## src/rtl/fios_pkg.sv

```systemverilog
// ============================================================================
// Module   : fios_pkg
// Brief    : Shared types and helpers for the FIOS result-reduction slice.
// Revision : 1.0
// ============================================================================
`default_nettype none

package fios_pkg;

  typedef enum logic [1:0] {
    IDLE    = 2'd0,
    COLLECT = 2'd1,
    SELECT  = 2'd2,
    DRAIN   = 2'd3
  } state_t;

  localparam int FIOS_WORD_WIDTH = 17;

  typedef logic [FIOS_WORD_WIDTH-1:0] word_t;

  // Counter width that never collapses to zero bits for tiny word counts.
  function automatic int clog2_min1(input int n);
    return (n <= 2) ? 1 : $clog2(n);
  endfunction

endpackage

`default_nettype wire

```

## src/rtl/fios_res_reduce_if.sv

```systemverilog
// ============================================================================
// Module   : fios_res_reduce_if
// Brief    : Result-stream, modulus-load and drain handshake bundle.
//            ovf_o exists only when FIOS_RES_REDUCE_OVF_EN is defined.
// Revision : 1.0
// ============================================================================
`default_nettype none

interface fios_res_reduce_if #(
  parameter int WORD_WIDTH = 17
);

  logic                  p_load_i;
  logic [WORD_WIDTH-1:0] p_word_i;
  logic                  RES_push_i;
  logic [WORD_WIDTH-1:0] RES_i;
  logic                  done_i;
  logic                  out_valid_o;
  logic                  out_ready_i;
  logic [WORD_WIDTH-1:0] out_word_o;
  logic                  out_last_o;
  logic                  busy_o;
`ifdef FIOS_RES_REDUCE_OVF_EN
  logic                  ovf_o;
`endif

  modport master (
    output p_load_i, p_word_i, RES_push_i, RES_i, done_i, out_ready_i,
    input  out_valid_o, out_word_o, out_last_o, busy_o
`ifdef FIOS_RES_REDUCE_OVF_EN
    , input ovf_o
`endif
  );

  modport slave (
    input  p_load_i, p_word_i, RES_push_i, RES_i, done_i, out_ready_i,
    output out_valid_o, out_word_o, out_last_o, busy_o
`ifdef FIOS_RES_REDUCE_OVF_EN
    , output ovf_o
`endif
  );

endinterface

`default_nettype wire

```

## src/rtl/fios_sub_word.sv

```systemverilog
// ============================================================================
// Module   : fios_sub_word
// Brief    : One word of a ripple subtractor: a - b - bin with borrow-out.
// Revision : 1.0
// ============================================================================
`default_nettype none

module fios_sub_word #(
  parameter int WORD_WIDTH = 17
) (
  input  logic [WORD_WIDTH-1:0] i_a,
  input  logic [WORD_WIDTH-1:0] i_b,
  input  logic                  i_bin,
  output logic [WORD_WIDTH-1:0] o_diff,
  output logic                  o_bout
);

  logic [WORD_WIDTH:0] w_full;

  // The extra MSB goes high exactly when a < b + bin.
  assign w_full = {1'b0, i_a} - {1'b0, i_b} - {{WORD_WIDTH{1'b0}}, i_bin};
  assign o_diff = w_full[WORD_WIDTH-1:0];
  assign o_bout = w_full[WORD_WIDTH];

endmodule

`default_nettype wire

```

## src/rtl/fios_res_reduce.sv

```systemverilog
// ============================================================================
// Module   : fios_res_reduce
// Brief    : Captures the word-serial Montgomery result, forms RES - p on the
//            fly and drains the fully reduced value. Optional sticky protocol
//            error flag under FIOS_RES_REDUCE_OVF_EN.
// Revision : 1.0
// ============================================================================
`default_nettype none

module fios_res_reduce
  import fios_pkg::*;
#(
  parameter int S          = 8,
  parameter int WORD_WIDTH = 17
) (
  input  logic                clock_i,
  input  logic                reset_i,
  fios_res_reduce_if.slave    bus
);

  localparam int            KW     = clog2_min1(S);
  localparam logic [KW-1:0] c_LAST = KW'(S - 1);

  state_t                r_state;
  state_t                w_state_nxt;
  logic [KW-1:0]         r_k;
  logic [KW-1:0]         r_j;
  logic [KW-1:0]         r_pptr;
  logic                  r_borrow;
  logic                  r_sel_d;
  logic [WORD_WIDTH-1:0] r_p [S];
  logic [WORD_WIDTH-1:0] r_r [S];
  logic [WORD_WIDTH-1:0] r_d [S];
  logic                  r_out_valid;
  logic [WORD_WIDTH-1:0] r_out_word;
  logic                  r_out_last;
  logic                  w_busy;

  logic                  w_accept;
  logic                  w_bin;
  logic [WORD_WIDTH-1:0] w_diff;
  logic                  w_bout;
  logic                  w_xfer;
  logic [KW-1:0]         w_j_nxt;

  assign w_accept = bus.RES_push_i && ((r_state == IDLE) || (r_state == COLLECT));
  // A new operation always starts its borrow chain from zero.
  assign w_bin    = (r_state == IDLE) ? 1'b0 : r_borrow;
  assign w_xfer   = (r_state == DRAIN) && r_out_valid && bus.out_ready_i;
  assign w_j_nxt  = r_j + 1'b1;

  fios_sub_word #(
    .WORD_WIDTH (WORD_WIDTH)
  ) u_sub (
    .i_a    (bus.RES_i),
    .i_b    (r_p[r_k]),
    .i_bin  (w_bin),
    .o_diff (w_diff),
    .o_bout (w_bout)
  );

  always_ff @(posedge clock_i) begin
    if (reset_i) r_state <= IDLE;
    else         r_state <= w_state_nxt;
  end

  always_comb begin
    w_state_nxt = r_state;
    case (r_state)
      IDLE:    if (bus.RES_push_i) w_state_nxt = (r_k == c_LAST) ? SELECT : COLLECT;
      COLLECT: if (bus.RES_push_i && (r_k == c_LAST)) w_state_nxt = SELECT;
      SELECT:  w_state_nxt = DRAIN;
      DRAIN:   if (w_xfer && (r_j == c_LAST)) w_state_nxt = IDLE;
      default: w_state_nxt = IDLE;
    endcase
  end

  always_comb begin
    w_busy = (r_state != IDLE);
  end

  always_ff @(posedge clock_i) begin
    if (reset_i) begin
      for (int i = 0; i < S; i++) begin
        r_p[i] <= '0;
        r_r[i] <= '0;
        r_d[i] <= '0;
      end
      r_k         <= '0;
      r_j         <= '0;
      r_pptr      <= '0;
      r_borrow    <= 1'b0;
      r_sel_d     <= 1'b0;
      r_out_valid <= 1'b0;
      r_out_word  <= '0;
      r_out_last  <= 1'b0;
    end else begin
      if (bus.p_load_i && (r_state == IDLE)) begin
        r_p[r_pptr] <= bus.p_word_i;
        r_pptr      <= (r_pptr == c_LAST) ? '0 : r_pptr + 1'b1;
      end
      if (w_accept) begin
        r_r[r_k] <= bus.RES_i;
        r_d[r_k] <= w_diff;
        r_borrow <= w_bout;
        r_k      <= (r_k == c_LAST) ? '0 : r_k + 1'b1;
      end
      if (r_state == SELECT) begin
        r_sel_d     <= ~r_borrow;
        r_j         <= '0;
        r_out_valid <= 1'b1;
        r_out_word  <= r_borrow ? r_r[0] : r_d[0];
        r_out_last  <= (c_LAST == '0);
      end else if (w_xfer) begin
        if (r_j == c_LAST) begin
          r_out_valid <= 1'b0;
          r_out_last  <= 1'b0;
        end else begin
          r_j        <= w_j_nxt;
          r_out_word <= r_sel_d ? r_d[w_j_nxt] : r_r[w_j_nxt];
          r_out_last <= (w_j_nxt == c_LAST);
        end
      end
    end
  end

  assign bus.out_valid_o = r_out_valid;
  assign bus.out_word_o  = r_out_word;
  assign bus.out_last_o  = r_out_last;
  assign bus.busy_o      = w_busy;

`ifdef FIOS_RES_REDUCE_OVF_EN
  logic r_ovf;
  logic w_err;

  assign w_err = (bus.RES_push_i && ((r_state == SELECT) || (r_state == DRAIN))) ||
                 (bus.done_i && (r_state == COLLECT) && (r_k != c_LAST));

  always_ff @(posedge clock_i) begin
    if (reset_i)    r_ovf <= 1'b0;
    else if (w_err) r_ovf <= 1'b1;
  end

  assign bus.ovf_o = r_ovf;
`else
  logic w_unused_done;
  assign w_unused_done = bus.done_i;
`endif

endmodule

`default_nettype wire

```

## src/flat_wrapper.sv

```systemverilog
// flat-port wrapper written by rule: the top's interface ports become plain ports
module fios_res_reduce_flat import fios_pkg::*;
#(
  parameter int S          = 8,
  parameter int WORD_WIDTH = 17
)
  (clock_i, reset_i, bus_p_load_i, bus_p_word_i, bus_RES_push_i, bus_RES_i, bus_done_i, bus_out_ready_i, bus_out_valid_o, bus_out_word_o, bus_out_last_o, bus_busy_o);
  fios_res_reduce_if #(.WORD_WIDTH(WORD_WIDTH)) bus_i ();
  input  logic clock_i;
  input  logic reset_i;
  input wire logic [$bits(bus_i.p_load_i)-1:0] bus_p_load_i;
  input wire logic [$bits(bus_i.p_word_i)-1:0] bus_p_word_i;
  input wire logic [$bits(bus_i.RES_push_i)-1:0] bus_RES_push_i;
  input wire logic [$bits(bus_i.RES_i)-1:0] bus_RES_i;
  input wire logic [$bits(bus_i.done_i)-1:0] bus_done_i;
  input wire logic [$bits(bus_i.out_ready_i)-1:0] bus_out_ready_i;
  output wire logic [$bits(bus_i.out_valid_o)-1:0] bus_out_valid_o;
  output wire logic [$bits(bus_i.out_word_o)-1:0] bus_out_word_o;
  output wire logic [$bits(bus_i.out_last_o)-1:0] bus_out_last_o;
  output wire logic [$bits(bus_i.busy_o)-1:0] bus_busy_o;
  assign bus_i.p_load_i = bus_p_load_i;
  assign bus_i.p_word_i = bus_p_word_i;
  assign bus_i.RES_push_i = bus_RES_push_i;
  assign bus_i.RES_i = bus_RES_i;
  assign bus_i.done_i = bus_done_i;
  assign bus_i.out_ready_i = bus_out_ready_i;
  assign bus_out_valid_o = bus_i.out_valid_o;
  assign bus_out_word_o = bus_i.out_word_o;
  assign bus_out_last_o = bus_i.out_last_o;
  assign bus_busy_o = bus_i.busy_o;
  fios_res_reduce #(.S(S), .WORD_WIDTH(WORD_WIDTH)) u_core (.clock_i(clock_i), .reset_i(reset_i), .bus(bus_i));
endmodule
```

## config.mk

```make
export PLATFORM = sky130hd
export DESIGN_NAME = fios_res_reduce_flat
export DESIGN_NICKNAME = d
export VERILOG_FILES = /design/src/rtl/fios_pkg.sv /design/src/rtl/fios_res_reduce_if.sv /design/src/rtl/fios_sub_word.sv /design/src/rtl/fios_res_reduce.sv /design/src/flat_wrapper.sv
export SDC_FILE = /design/constraint.sdc
export NUM_CORES = 1
export LEC_CHECK = 0
export CORE_MARGIN = 5
export CORE_UTILIZATION = 40
export DETAILED_ROUTE_END_ITERATION = 16
export HOLD_SLACK_MARGIN = 0.1
export PLACE_DENSITY_LB_ADDON = 0.25
export SLEW_MARGIN = 30
export SYNTH_ARGS = -nofsm -noshare
export SYNTH_HDL_FRONTEND = slang
export SYNTH_SLANG_ARGS = --single-unit
```

## constraint.sdc

```tcl
create_clock -name clock_i -period 5.5 [get_ports clock_i]
set_input_delay 0.55 -clock clock_i [delete_from_list [all_inputs] [get_ports clock_i]]
set_output_delay 0.55 -clock clock_i [all_outputs]
set_load 0.05 [all_outputs]
```

* Word level (Yosys, flattened, before mapping) *
Memories as Yosys holds them, arrays and structs flattened. A register that Yosys moved wholly into a read port is not among the register bits.
Cells that the tools add are included.

word-level totals
  bits in registers = 32
  bits in latches = 0
  bits in writable memories = 408
  memory bits (read-only) = 0
  input port bits = 40
  output and inout port bits = 20
  logic and storage cells = 85
  memories = 3

operators by class
  add/sub/neg operators = 5
  multipliers = 0
  divide/modulo/power cells = 0
  $lt $le $gt $ge = 0
  eq/ne operators = 11
  shift operators = 0
  muxes and demuxes = 36
  bitwise gates (word level) = 2
  reductions and logical operators = 19

memories
  name        words  bits a word  rd ports  clocked after Yosys merged registers in  wr ports  line                   text
  u_core.r_d  8      17           2         0                                        8         fios_res_reduce.sv:33  logic [WORD_WIDTH-1:0] r_d [S];
  u_core.r_p  8      17           1         1                                        8         fios_res_reduce.sv:31  logic [WORD_WIDTH-1:0] r_p [S];
  u_core.r_r  8      17           2         0                                        8         fios_res_reduce.sv:32  logic [WORD_WIDTH-1:0] r_r [S];

operators by type and width
  kind                   count
  $mux W17               8
  $reduce_or A17 Y1      3
  $mux W3                7
  $sub A17 B17 Y18       1
  $sub A18 B1 Y18        1
  $mux W1                16
  $eq A3 B3 Y1 const B   4
  $add A3 B1 Y3 const B  3
  $mux W2                4
  $pmux W2 S4            1
  $logic_and A1 B1 Y1    6
  $ne A2 B2 Y1 const B   3
  $reduce_and A2 Y1      3
  $reduce_bool A2 Y1     3
  $eq A2 B2 Y1 const B   2
  $reduce_and A3 Y1      1
  $eq A2 B1 Y1 const B   1
  $logic_not A2 Y1       1
  $ne A2 B1 Y1 const B   1
  $not A1 Y1             2
  $reduce_or A2 Y1       1
  $logic_or A1 B1 Y1     1

* Depth between registers and ports, before layout *
Gate-level depths: netlist of the first run.

  depth in word-level cells = 8
  gate-level depth with buffers = 15
  depth with buffers taken out = 14

* Hierarchy *
From an unflattened synthesis of the first run, not the netlist that was laid out.

unflattened totals
  cells, all modules = 1441
  area total of the unflattened synthesis = 21222.9 µm²

by module, submodules not included
  module           instances  cells each  area an instance (µm²)  seq. area each (µm²)
  fios_res_reduce  1          1272        20054.2                 12952.4
  fios_sub_word    1          169         1168.6                  0.0

* Worst setup path before layout of the first run *
OpenSTA, ideal clock, no wires.

  kind = register to register
  start point = register (tool-made name)
  end point = memory u_core.r_d[0][14], data pin
  setup time = 281 ps
  arrival time = 4507 ps
  required time = 5219 ps
  slack = 711 ps
  cell stages (with the launch flop) = 16
  buffers on the path = 2
  cells stage by stage = dfxtp_1 clkbuf_1 buf_2 mux4_2 mux2_2 fa_1 inv_1 ha_1 or2_2 fa_1 nand2b_1 a21oi_1 o211ai_1 a2111oi_2 o21bai_1 nor3b_1

RTL lines
  item       line
  to (decl)  fios_res_reduce.sv:33

==> results by group, run 1 <==
Run status
  • Status: finished, final reports clean

Synthesis
  • Synth area leaders: edfxtp_1 59%, mux4_2 12%, nor2_1 5.2%
  • Synthesized flop and latch total: 443
  • Synth top area share: roughly three fifths
  • Syn Inst Count: 1,449
  • EDFF count, synth: a little over 400
  • Cell variety after synth: 55
  • Ys Warns: 0
  • Synthesized Nets: ~1,500
  • Sequential share of the synthesized area: a little over three fifths
  • Most used DFF post-synth: edfxtp_1
  • Synth async-reset ratio: 0%
  • Cell taking the most area after synthesis: edfxtp_1
  • Synth Cell Area: 20,640 µm²
  • Syn_area_per_cell: 14.24 µm²

Clock network
  • Clock buffer depth: 3
  • H-Tree Level Count: 2
  • Hold-fix buffers, CTS: 0
  • Num CTS Buffers: 49
  • Worst-skew pair later-pin latency: 0.59 ns
  • CTS tree: yes
  • CTS root buffer: clkbuf_16
  • CTS Sinks: 443
  • Postcts setup bufs: 0
  • Cts repair resizes: 0
  • Clock transition at path regs: ~0.060 ns

Floorplanning
  • Boundary Pins: 60
  • Core area: approximately 51,000 µm²
  • Die Ht: 237.1 µm
  • Overall die width: 237.1 µm
  • Initial Utilization: ~40%
  • Cell row count: 83
  • Die Area: approximately 56,000 µm²

Placed design
  • # port buffers: between 50 and 60
  • Dpl cells: roughly 2,100
  • GP Congestion: 0.7719
  • Dpl hpwl: 30.58 mm

Routing
  • Residual DRC count: 0
  • WL/cell: 23.43 µm
  • Via density per instance: approximately 5.4
  • Detailed Route WL: about 52 mm
  • DR pass1 iterations: 5
  • Initial DRC count: 1,077
  • Vias: ~12,000
  • Post-route ant nets: 0

Timing
  • Final Skew: 0.02820 ns
  • RSZ-0062 raised after global routing: false
  • Part of the cycle the worst path needs: 87.23%
  • Fin. Hold Viols: 0
  • Worst-Margin Slew: 0.9379 ns
  • Max-slew violations: 0
  • Final setup violation count: 0
  • Max frequency: 208.4 MHz
  • Clock period minus final worst setup slack: 4.798 ns
  • Slew HR: 37.02%
  • Post-route setup TNS: 0 ns

Min path
  • Hold WC Path Type: primary input to flop

Power and ir drop
  • Power per cell area: 425.7 nW/µm²
  • Total power: about 10 mW
  • Peak supply drop: 230.9 µV
  • Cell leakage power: 8.578 nW

Global route
  • Overall routing resource usage: roughly 19%
  • Vias in the first global route: ~13,000
  • Largest net degree at the start of global routing: 47
  • Grt total ovfl: 0
  • First-pass GRT wire length: 79.07 mm
  • Initial antenna violation count: 2

Final layout
  • Nets@finish: roughly 1,600
  • Register area: 12,960 µm²
  • Fill count: 4,530
  • Area growth, synth to finish: 14.19%
  • Multi-input logic area: 7153 µm²
  • Fin cells: 2,239
  • Layout cells sized above 1: 18.42%

Worst setup path
  • Path type of the worst setup path: flop to flop
  • Delay-heaviest family, CP: compound AO/OA/AOI/OAI gates
  • Critical path buffers and inverters: 1
  • Slowest-stage cell, CP: mux4_2
  • CP startpoint kind: flop
  • Critical path cell sequence: mux4_2, mux2_2, fa_1, inv_1, ha_1, or2_2, fa_1, nand2b_1, a21oi_1, o211ai_1, a2111oi_2, o21bai_1, nor3b_1
  • Crit. End Element: flop
  • Arrival time of the worst setup path: 5.09 ns
  • Largest fanout on the critical path: 7
  • Req. time, crit path: about 5.8 ns
  • CP most frequent cell: fa_1
  • CP max stage delay: 0.54 ns

Run
  • Max Cap Viol: 0
## placed cells by master (no fill, tap or decap), drive strengths merged, types with 3 or more instances in the layout
cell and n:
nor3 14, nor2b 12, o31ai 3, o21ai 12, a222oi 8, xor2 8, edfxtp 408, nand3 10
a21oi 27, clkinv 36, clkdlybuf4s50 57, buf 44, mux2i 15, mux2 41, xnor2 7, or2 11
and2 140, dfxtp 35, mux4 110, and3 14, nor2 285, nand4 3, nor3b 11, a211oi 25
inv 43, nand2 27, clkbuf 66, nand2b 13, ha 44, o21bai 3
## logic make-up after synthesis
| logic type | count (synthesis) | synth area share [%] |
|---|---|---|
| AO/OA/AOI/OAI | 94 | 3.171 |
| XOR/XNOR | 15 | 0.6366 |
| multiplexers | 166 | 14.99 |
| adder cells (fa/ha/maj) | 46 | 2.862 |
| AND/OR/NAND/NOR | 546 | 12.74 |
| buffers and inverters | 139 | 2.843 |
| flip-flops | 443 | 62.76 |
## per-layer routing
layer / part of all wire [%] / track usage, % / routed length, µm
met3: 5.8 / 3.133 / 3047
met5: 0 / 0 / 0
met4: 2.0 / 4.338 / 1048
met1: 42 / 24.79 / 21800
met2: 51 / 32.07 / 26570
## stage by stage
| step | util, % | setup slack (ns) | instance area, µm² | hold WS (ns) |
|---|---|---|---|---|
| after floorplan | - | 0.7114 | 20640 | 0.4985 |
| after detailed placement | 43.09 | 0.4825 | 22060 | 0.4930 |
| after global routing | 46.03 | 0.3972 | 23560 | 0.4549 |
| after CTS | 46.01 | 0.6614 | 23550 | 0.3850 |
| after global placement | 43.08 | 0.5273 | 22060 | 0.4942 |
| final | 46.03 | 0.7025 | 23570 | 0.4206 |
## final timing paths
kind	start	end	slack (ns)	cells past startpoint
worst min-delay path	reset_i	u_core.r_pptr[0]	0.42	2
worst max register to register	flop	u_core.r_d[4][14]	0.70	13
worst min register to register	u_core.bus.out_word_o[2]	u_core.bus.out_word_o[2]	0.50	2
worst max-delay path	flop	u_core.r_d[4][14]	0.70	13
## cell type report
cell class	instances	area share [%]
Sequential cell	443	54.98
Multi-Input combinational cell	867	30.35
Clock buffer	66	5.516
Timing Repair Buffer	101	3.812
Tap cell	680	3.610
Inverter	57	0.9079
Clock inverter	24	0.8070
Antenna cell	1	0.01062
## synth_stat cells, types with 3 or more instances
library cell and number:
nor3b_1 11, o21bai_1 3, a21oi_1 27, xor2_1 8, nor2b_1 12, ha_1 44
dfxtp_1 35, and2_1 140, o21ai_0 11, and3_1 14, nor3_1 13, nand4_1 3
or2_2 11, edfxtp_1 408, mux2i_1 15, buf_2 6, buf_6 5, nand2b_1 13
mux4_2 109, a211oi_1 25, nand3_1 10, xnor2_1 7, a222oi_1 8, nor2_1 285
inv_1 41, clkinv_1 16, clkbuf_1 68, mux2_2 41, nand2_1 27
## registers in the layout, summed over array words and instances, names as in the netlist, named ones only
register                count
u_core.r_j                  3
u_core.r_p                136
u_core.bus.out_word_o      17
u_core.r_pptr               3
u_core.r_d                136
u_core.r_sel_d              1
u_core.r_borrow             1
u_core.r_k                  3
u_core.bus.out_last_o       1
u_core.bus.out_valid_o      1
u_core.r_state              2
u_core.r_r                136
## power by group
group | internal [mW] | switching [mW] | leakage (nW) | total [mW]
Combinational | 0.984 | 1.82 | 3.34 | 2.80
Sequential | 3.99 | 0.138 | 4.51 | 4.13
Clock | 1.76 | 1.34 | 0.730 | 3.10
No activity file was read; power rests on OpenSTA's default activity.
==> run 2, diff against run 1 <==
==> constraint.sdc (replaced) <==
create_clock -name clock_i -period 4.65 [get_ports clock_i]
set_input_delay 0.465 -clock clock_i [delete_from_list [all_inputs] [get_ports clock_i]]
set_output_delay 0.465 -clock clock_i [all_outputs]
set_load 0.05 [all_outputs]
==> results by group, run 2 (synthesis results as in run 1) <==
Run status
  • Status: finished, final reports clean (unchanged)

Clock network
  • Clock transition at path regs: 0.06 ns (about the same)
  • Num CTS Buffers: 49 (unchanged)
  • Postcts setup bufs: 0 (unchanged)
  • Clock buffer depth: 3 (unchanged)
  • Worst-skew pair later-pin latency: 0.62 ns (was 0.59 ns)
  • CTS tree: yes (unchanged)
  • CTS Sinks: 443 (unchanged)
  • CTS root buffer: clkbuf_16 (unchanged)
  • H-Tree Level Count: 2 (unchanged)

Routing
  • Met2 WL: 25.95 mm (was 26.57 mm)
  • Top Layer Used: met4 (unchanged)
  • WL/cell: 23.13 µm (was 23.43 µm)
  • WL met1: 22.42 mm (was 21.80 mm)
  • Vias: 12,100 (about the same)
  • Detailed Route WL: 52.25 mm (was 52.46 mm)
  • Post-route ant nets: 0 (unchanged)
  • Residual DRC count: 0 (unchanged)
  • Via density per instance: 5.358 (was 5.402)
  • DR pass1 iterations: 5 (unchanged)
  • Initial DRC count: 1,117 (was 1,077)
  • DR WL met3: 2.878 mm (was 3.047 mm)

Global route
  • Vias in the first global route: 12,880 (was 12,690)
  • Grt total ovfl: 0 (unchanged)
  • Initial antenna violation count: 1 (was 2)
  • Overall routing resource usage: 18.51% (was 18.56%)
  • First-pass GRT wire length: 79.05 mm (was 79.07 mm)
  • Largest net degree at the start of global routing: 62 (was 47)

Worst setup path
  • Path type of the worst setup path: flop to flop (unchanged)
  • Largest fanout on the critical path: 7 (unchanged)
  • Arrival time of the worst setup path: 4.64 ns (was 5.09 ns)
  • CP startpoint kind: flop (unchanged)
  • Crit. End Element: flop (unchanged)
  • Req. time, crit path: 4.96 ns (was 5.79 ns)

Power and ir drop
  • Peak supply drop: 285.0 µV (was 230.9 µV)
  • Power per cell area: 508.5 nW/µm² (was 425.7 nW/µm²)
  • Comb pwr share: 29.1% (was 27.9%)
  • Clock share of power: 30.5% (was 30.9%)
  • Part of the power in registers: 40.4% (was 41.2%)
  • NetSw: 3.963 mW (was 3.299 mW)
  • Internal power: 8.129 mW (was 6.734 mW)
  • Cell leakage power: 8.684 nW (was 8.578 nW)
  • Sw frac: 32.78% (was 32.88%)

Floorplanning
  • Die Area: 56,240 µm² (unchanged)
  • Cell row count: 83 (unchanged)
  • Core area: 51,200 µm² (unchanged)
  • Overall die width: 237.1 µm (unchanged)
  • Boundary Pins: 60 (unchanged)
  • Initial Utilization: 40.31% (unchanged)
  • Die Ht: 237.1 µm (unchanged)

Final layout
  • Area growth, synth to finish: 15.22% (was 14.19%)
  • Nets@finish: 1,624 (was 1,605)
  • Top flop regs: u_core.r_d: 136 flops, u_core.r_p: 136 flops, u_core.r_r: 136 flops (unchanged)
  • Most frequent cells in the layout: 408 x edfxtp_1, 284 x nor2_1, 140 x and2_1, 109 x mux4_2, 59 x buf_4 (was 408 x edfxtp_1, 283 x nor2_1, 140 x and2_1, 109 x mux4_2, 57 x clkdlybuf4s50_1)
  • Finished Core Util: 46.45% (was 46.03%)
  • Layout cells sized above 1: 19.52% (was 18.42%)
  • Commonest non-fill, non-tap cell in the layout: edfxtp_1 (unchanged)
  • Fill count: 4,460 (was 4,530)

Min path
  • Hold Crit Start: reset_i (unchanged)
  • Hold WC Path Type: primary input to flop (unchanged)

Timing
  • RSZ-0062 raised after global routing: false (unchanged)
  • Max frequency: 231.1 MHz (was 208.4 MHz)
  • Final Skew: 0.04735 ns (was 0.02820 ns)
  • Part of the cycle the worst path needs: 93.08% (was 87.23%)
  • Final setup violation count: 0 (unchanged)
  • Max-slew violations: 0 (unchanged)
  • Slew HR: 37.55% (was 37.02%)
  • Post-route setup TNS: 0 ns (unchanged)
  • Clock period minus final worst setup slack: 4.328 ns (was 4.798 ns)
  • Fin. Hold Viols: 0 (unchanged)
  • Worst-Margin Slew: 0.9368 ns (was 0.9379 ns)

Placed design
  • # port buffers: 58 (unchanged)
  • Dpl hpwl: 30.77 mm (was 30.58 mm)
  • GP Congestion: 0.7705 (was 0.7719)

Run
  • Max Cap Viol: 0 (unchanged)
## run 2: path summary, 6_finish.rpt
kind | endpoint | slack [ns] | cells after the start
setup / recovery | u_core.r_d[0][14] | 0.32 | 13
hold / removal | u_core.r_pptr[1] | 0.32 | 2
setup reg to reg | u_core.r_d[0][14] | 0.32 | 13
hold reg to reg | u_core.bus.out_word_o[14] | 0.50 | 2
## run 2: worst max-delay path: stages, from the launching register on
cell       delay [ns]
dfxtp_2          0.37
mux4_2           0.50
mux2_2           0.30
fa_1             0.51
inv_1            0.05
ha_1             0.19
or2_2            0.29
fa_1             0.45
nand2b_1         0.18
a21oi_2          0.17
o211ai_1         0.24
a2111oi_4        0.44
o21bai_2         0.18
nor3b_1          0.16
## run 2: repair_timing
action	CTS	global route
hold buffers	0	0
resized for setup	0	4
endpoints found under the hold margin	0	0
setup endpoints to repair	0	17
## run 2: per-stage QoR
stage,power (mW),hold slack [ns],setup WS (ns),cells,area [µm²]
after floorplan,7.118,0.4985,0.09223,1449,20640
after global placement,8.399,0.4922,0.1705,2167,22230
after detailed placement,8.456,0.4937,0.1724,2167,22240
after CTS,12.15,0.2889,0.1346,2258,23750
after global routing,12.67,0.3238,0.05451,2258,23780
final,12.09,0.3247,0.3219,2259,23780
## run 2: layout make-up
| type | count | area, µm² | area share, % |
|---|---|---|---|
| timing repair buffer | 120 | 1079 | 4.536 |
| antenna | 1 | 2.502 | 0.01052 |
| sequential | 443 | 12960 | 54.50 |
| tap | 680 | 850.8 | 3.578 |
| multi-input combinational | 867 | 7158 | 30.10 |
| clock inverter | 23 | 178.9 | 0.7524 |
| inverter | 57 | 214.0 | 0.8998 |
| clock buffer | 68 | 1338 | 5.625 |
## run 2: layer usage
| metal | track usage, % | vias to the layer above |
|---|---|---|
| li1 | - | 5543 |
| met1 | 24.75 | 6182 |
| met2 | 31.73 | 307 |
| met3 | 3.655 | 71 |
| met4 | 3.988 | 0 |
| met5 | 0 | - |
## run 2: power by group through the flow
stage	registers (mW)	clock network (mW)	logic, mW
floorplan	5.06	0	2.06
global placement	4.95	0	3.45
detailed placement	4.97	0	3.49
CTS	4.88	3.77	3.50
global route	4.92	3.92	3.83
finish	4.88	3.69	3.52
